### src/rtl/class_ovc_alloc_table_pkg.sv
// Shared helpers for the class -> output-VC allocation table.
//   log2          : ceiling log2, never below 1 (used for index widths)
//   class_width   : class index width, 1 when the table is classless
//   row_lsb       : lowest bit of row 'row' in a packed table image
package class_ovc_alloc_table_pkg;

    function automatic int unsigned log2(input int unsigned n);
        int unsigned w;
        w = 1;
        while ((64'd1 << w) < 64'(n)) begin
            w++;
        end
        return w;
    endfunction

    function automatic int unsigned class_width(input int unsigned c);
        return (c > 1) ? log2(c) : 1;
    endfunction

    function automatic int unsigned row_lsb(input int unsigned row, input int unsigned v);
        return row * v;
    endfunction

endpackage

### src/rtl/class_ovc_alloc_table_ovc_rr_pick.sv
// Round-robin picker: selects the first set bit of req at or after ptr, wrapping mod V.
// Ports:
//   req  in  V   candidate vector
//   ptr  in  Pw  search start position
//   gnt  out V   one-hot pick (0 when req is empty)
//   pick out Pw  index of the pick
//   any  out 1   req had at least one bit set
module class_ovc_alloc_table_ovc_rr_pick #(
    parameter int unsigned V  = 4,
    parameter int unsigned Pw = 2
) (
    input  logic [V-1:0]  req,
    input  logic [Pw-1:0] ptr,
    output logic [V-1:0]  gnt,
    output logic [Pw-1:0] pick,
    output logic          any
);

    logic [Pw-1:0] idx;

    always_comb begin
        gnt  = '0;
        pick = '0;
        any  = 1'b0;
        idx  = '0;
        for (int unsigned k = 0; k < V; k++) begin
            idx = Pw'((32'(ptr) + k) % V);
            if (!any && req[idx]) begin
                gnt[idx] = 1'b1;
                pick     = idx;
                any      = 1'b1;
            end
        end
    end

endmodule

### src/rtl/class_ovc_alloc_table.sv
// Per-output-port class -> OVC table with busy tracking and round-robin allocation.
// Each row is a V-bit mask of OVCs the class may use; a request returns one free
// permitted OVC on the following cycle (or a fail strobe) and marks it busy.
// Ports:
//   clk, reset      clock, asynchronous active-high reset
//   cfg_wr_en       write row cfg_class with cfg_mask (visible next cycle)
//   class_in        class queried / requested
//   req_valid       allocation request
//   ovc_release     per-VC release strobes
//   candidate_ovcs  comb: table[class_in] & ~busy
//   gnt_valid/gnt_ovc/gnt_fail  registered single-cycle grant result
//   ovc_busy        registered busy vector
module class_ovc_alloc_table
    import class_ovc_alloc_table_pkg::*;
#(
    parameter int unsigned     C             = 4,
    parameter int unsigned     V             = 4,
    parameter int unsigned     CVw           = (C == 0) ? V : C * V,
    parameter logic [CVw-1:0]  CLASS_SETTING = {CVw{1'b1}},
    parameter int unsigned     Cw            = class_width(C)
) (
    input  logic          clk,
    input  logic          reset,
    input  logic          cfg_wr_en,
    input  logic [Cw-1:0] cfg_class,
    input  logic [V-1:0]  cfg_mask,
    input  logic [Cw-1:0] class_in,
    input  logic          req_valid,
    input  logic [V-1:0]  ovc_release,
    output logic [V-1:0]  candidate_ovcs,
    output logic          gnt_valid,
    output logic [V-1:0]  gnt_ovc,
    output logic          gnt_fail,
    output logic [V-1:0]  ovc_busy
);

    localparam int unsigned Rows = (C > 1) ? C : 1;
    localparam int unsigned Pw   = log2(V);

    logic [V-1:0]  table_q [Rows];
    logic [Pw-1:0] ptr_q   [Rows];
    logic [V-1:0]  busy_q;

    logic [Cw-1:0] row_idx, cfg_row;
    logic          cls_ok, cfg_ok;
    logic [V-1:0]  sel_row, avail, pick_oh, grant_oh;
    logic [Pw-1:0] sel_ptr, pick_idx, ptr_next;
    logic          pick_any, grant_ok;
    logic          unused_cls;

    // Classless tables ignore the class inputs and always use row 0.
    assign unused_cls = ^{class_in, cfg_class};
    assign row_idx    = (C > 1) ? class_in : '0;
    assign cfg_row    = (C > 1) ? cfg_class : '0;
    assign cls_ok     = (C <= 1) || (32'(class_in) < C);
    assign cfg_ok     = (C <= 1) || (32'(cfg_class) < C);

    assign sel_row = table_q[row_idx];
    assign sel_ptr = ptr_q[row_idx];

    // Out-of-range classes see no permitted OVC and therefore fail.
    assign avail          = cls_ok ? (sel_row & ~busy_q) : '0;
    assign candidate_ovcs = avail;

    class_ovc_alloc_table_ovc_rr_pick #(
        .V  (V),
        .Pw (Pw)
    ) u_pick (
        .req  (avail),
        .ptr  (sel_ptr),
        .gnt  (pick_oh),
        .pick (pick_idx),
        .any  (pick_any)
    );

    assign grant_ok = req_valid & pick_any;
    assign grant_oh = req_valid ? pick_oh : '0;
    assign ptr_next = Pw'((32'(pick_idx) + 32'd1) % V);

    always_ff @(posedge clk or posedge reset) begin
        if (reset) begin
            for (int unsigned r = 0; r < Rows; r++) begin
                table_q[r] <= CLASS_SETTING[row_lsb(r, V) +: V];
                ptr_q[r]   <= '0;
            end
            busy_q    <= '0;
            gnt_valid <= 1'b0;
            gnt_fail  <= 1'b0;
            gnt_ovc   <= '0;
        end else begin
            if (cfg_wr_en && cfg_ok) begin
                table_q[cfg_row] <= cfg_mask;
            end
            if (grant_ok) begin
                ptr_q[row_idx] <= ptr_next;
            end
            // The request was judged on the pre-release busy vector above.
            busy_q    <= (busy_q & ~ovc_release) | grant_oh;
            gnt_valid <= grant_ok;
            gnt_fail  <= req_valid & ~pick_any;
            gnt_ovc   <= grant_oh;
        end
    end

    assign ovc_busy = busy_q;

endmodule

### config.mk
export PLATFORM = sky130hd
export DESIGN_NAME = class_ovc_alloc_table
export DESIGN_NICKNAME = d
export VERILOG_FILES = /design/src/rtl/class_ovc_alloc_table_pkg.sv /design/src/rtl/class_ovc_alloc_table_ovc_rr_pick.sv /design/src/rtl/class_ovc_alloc_table.sv
export SDC_FILE = /design/constraint.sdc
export NUM_CORES = 1
export LEC_CHECK = 0
export BUFFER_PORTS_ARGS = -buffer_cell sky130_fd_sc_hd__buf_2
export CORE_ASPECT_RATIO = 0.9
export CORE_MARGIN = 2
export CORE_UTILIZATION = 55
export CTS_BUF_LIST = sky130_fd_sc_hd__clkbuf_8
export DETAILED_ROUTE_END_ITERATION = 10
export PLACE_DENSITY = 0.77
export SKIP_LAST_GASP = 1
export SYNTH_ARGS = -nofsm -noshare
export SYNTH_HDL_FRONTEND = slang
export SYNTH_SLANG_ARGS = --single-unit
### constraint.sdc
create_clock -name clk -period 9 [get_ports clk]
set_input_delay 0 -clock clk [delete_from_list [all_inputs] [get_ports clk]]
set_output_delay 0 -clock clk [all_outputs]
set_load 0.1 [all_outputs]
==> impl_metrics.py <==
metrics = {
    "sta": {
        "period_minus_slack_ns": 3.28,
        "final_max_slew_viol_count": 0,
        "finalCritPeriodShare": 0.364,
        "tightest_slew_ns": 0.654,
        "clock_skew_ns": 0.00339,
        "rsz0062_at_grt": "no",
        "fin_ws_ns": 5.72,
        "relSlewSlack": 0.563,
        "hold_viol_final": 0,
        "max_freq_mhz": 305,
        "tns_ns": 0,
        "whs_ns": 0.0261,
        "setup_viol": 0,
    },
    "run_status": {
        "run_status": "finished, final reports clean",
    },
    "power": {
        "p_clk_frac": 0.162,
        "switching_share": 0.458,
        "powerDensity_nw_per_um2": 369,
        "leakagePower_nw": 1.04,
        "seqPwrFrac": 0.261,
        "intPower_mw": 0.471,
        "p_total_mw": 0.868,
        "p_switching_mw": 0.397,
        "peakVddDrop_uv": 193,
        "p_comb_frac": 0.577,
    },
    "floorplan": {
        "pin_count": 30,
        "initial_utilization": 0.585,
        "dieArea_sq_um": 4170,
        "die_w_um": 67.9,
        "die_height_um": 61.5,
        "rows": 20,
        "core_area_sq_um": 3450,
    },
    "clocking": {
        "postCtsSetupRepairBufs": 0,
        "path_clk_slew_ns": 0.07,
        "cts_num_sinks": 34,
        "cts_root_buf": "clkbuf_8",
        "cts_max_level": 2,
        "clockBufferDepth": 2,
        "cts_tree": "built",
        "cts_hold_buffers": 5,
        "clkLatencyLatePin_ns": 0.29,
        "numCtsBuffers": 5,
        "cts.repair.resized": 0,
    },
    "logic_synthesis": {
        "avgSynthCellArea_sq_um": 12.5,
        "async_flop_share": 1.00,
        "postSynthCellCount": 162,
        "syn-num-nets": 186,
        "synth_commonest_cells": "mux2_2 (28), dfrtp_1 (18), dfstp_2 (16), ha_1 (8)",
        "syn_area_sq_um": 2020,
        "synth_cell_type_count": 37,
        "synth_warnings": 0,
        "ys_ff_latch": 34,
        "synth_top_area_share": 0.223,
        "synth_area_leaders": "dfrtp_1 (22%), dfstp_2 (21%), mux2_2 (16%)",
        "yosysTopAreaCell": "dfrtp_1",
        "synth-main-ff-cell": "dfrtp_1",
        "synth_edf_count": 0,
        "ys_seq_area_frac": 0.431,
        "yosysMostFrequentCell": "mux2_2",
    },
    "global_routing": {
        "grt_max_degree": 35,
        "grt_pass1_vias": 1387,
        "antenna_found_initial": 0,
        "grt_pass1_wl_um": 6690,
        "track_usage": 0.227,
        "gr-total-overflow": 0,
    },
    "critical_path": {
        "endpoint_kind": "flop",
        "critPathSlowestCell": "mux4_1",
        "critPathRequiredTime_ns": 9.18,
        "startpoint_type": "flop",
        "crit_chain": "mux4_1 > clkinv_1 > ha_1 > mux4_2 > a22o_1 > mux2_2 > a221o_1",
        "crit_family": "multiplexers",
        "arrival_ns": 3.46,
        "slowest_delay_ns": 0.59,
        "critPathMaxFanout": 16,
        "criticalPathCategory": "reg2reg",
        "critPathBufInv": 1,
    },
    "drt": {
        "vias": 1431,
        "routed_via_density": 5.89,
        "wl_per_cell_um": 16.7,
        "drt_iter0_drc": 91,
        "routed_wl_um": 4060,
        "postRouteAntennaNets": 0,
        "drc": 0,
        "first_pass_iters": 4,
    },
    "placement": {
        "io_buffers": 29,
        "dpl-instance-area_sq_um": 2190,
        "place.gp.congestion": 0.910,
        "dp_slack_ns": 5.74,
        "dp.cells": 230,
        "post-dp-hpwl_um": 3050,
    },
    "finish": {
        "flow.area_growth_from_synthesis_pct": 16.5,
        "fillCellCount": 250,
        "diodes": 0,
        "drive_gt1_frac": 0.472,
        "final_area_sq_um": 2350,
        "multi_input_area_sq_um": 1070,
        "finalNetCount": 222,
        "finalNonFillerCells": 243,
        "regArea_sq_um": 871,
        "post-route-util": 0.681,
    },
    "worst_hold_path": {
        "min_path_type": "in2reg",
    },
    "run": {
        "max_cap_violations": 0,
    },
}
## area by class of cell
class,count,area share
multi-input cells,112,0.456
repair buffers,35,0.0862
flip-flops and latches,34,0.370
clock buffers,5,0.0293
clock inverters,3,0.0191
well taps,44,0.0234
inverters,10,0.0160
## flip-flops by register name, summed over array words and instances (netlist names)
signal,flops
gnt_fail,1
gnt_ovc,4
gnt_valid,1
ovc_busy,4
ptr_q,8
table_q,16
## cell usage in the layout (no fill, tap or decap), types with 4 or more instances in the layout
| master | synthesis | layout |
|---|---|---|
| a221o_1 | 4 | 4 |
| mux2_2 | 28 | 28 |
| inv_1 | 6 | 6 |
| a22o_1 | 4 | 4 |
| o21ai_0 | 5 | 5 |
| dfstp_2 | 16 | 16 |
| buf_2 | 1 | 29 |
| mux4_2 | 5 | 5 |
| o21a_1 | 6 | 6 |
| dlygate4sd3_1 | 0 | 5 |
| clkbuf_8 | 0 | 5 |
| dfrtp_1 | 18 | 18 |
| ha_1 | 8 | 8 |
| nor3_1 | 6 | 6 |
| and2_1 | 5 | 5 |
## worst min-delay path, stage by stage
cell	delay (ns)
buf_2	0.17
inv_1	0.07
nor2_1	0.04
## power by group through the flow
stage	Combinational (mW)	Sequential, mW	Clock, mW
after floorplan	0.342	0.300	0
after global placement	0.484	0.226	0
after detailed placement	0.495	0.229	0
after CTS	0.500	0.227	0.143
after global routing	0.543	0.232	0.149
final	0.500	0.227	0.140
## cell families after synthesis
kind of cell	after synthesis	share of synthesized area
flip-flops	34	0.431
AO/OA/AOI/OAI	30	0.110
buffers and inverters	16	0.0378
AND/OR/NAND/NOR	34	0.102
XOR/XNOR	1	0.00434
adder cells (fa/ha/maj)	8	0.0496
multiplexers	39	0.266
## path summary, 6_finish.rpt
kind,endpoint,from,slack [ns],cells after the start
worst max register to register,ovc_busy[2],ptr_q[4],5.72,7
worst min-delay path,gnt_fail,req_valid,0.03,3
max in group asynchronous,table_q[15],reset,8.34,4
min in group asynchronous,ptr_q[1],reset,0.33,4
worst min register to register,ptr_q[6],ptr_q[6],0.50,1
worst max-delay path,ovc_busy[2],ptr_q[4],5.72,7
## per-layer routing
metal | part of all wire | up-vias | global-route usage
met4 | 0.019 | 0 | 0.0943
met1 | 0.44 | 696 | 0.304
met5 | 0 | - | 0
met3 | 0.049 | 10 | 0.0512
li1 | - | 676 | -
met2 | 0.49 | 49 | 0.360
Note: power is estimated with default switching activity, not from simulation.
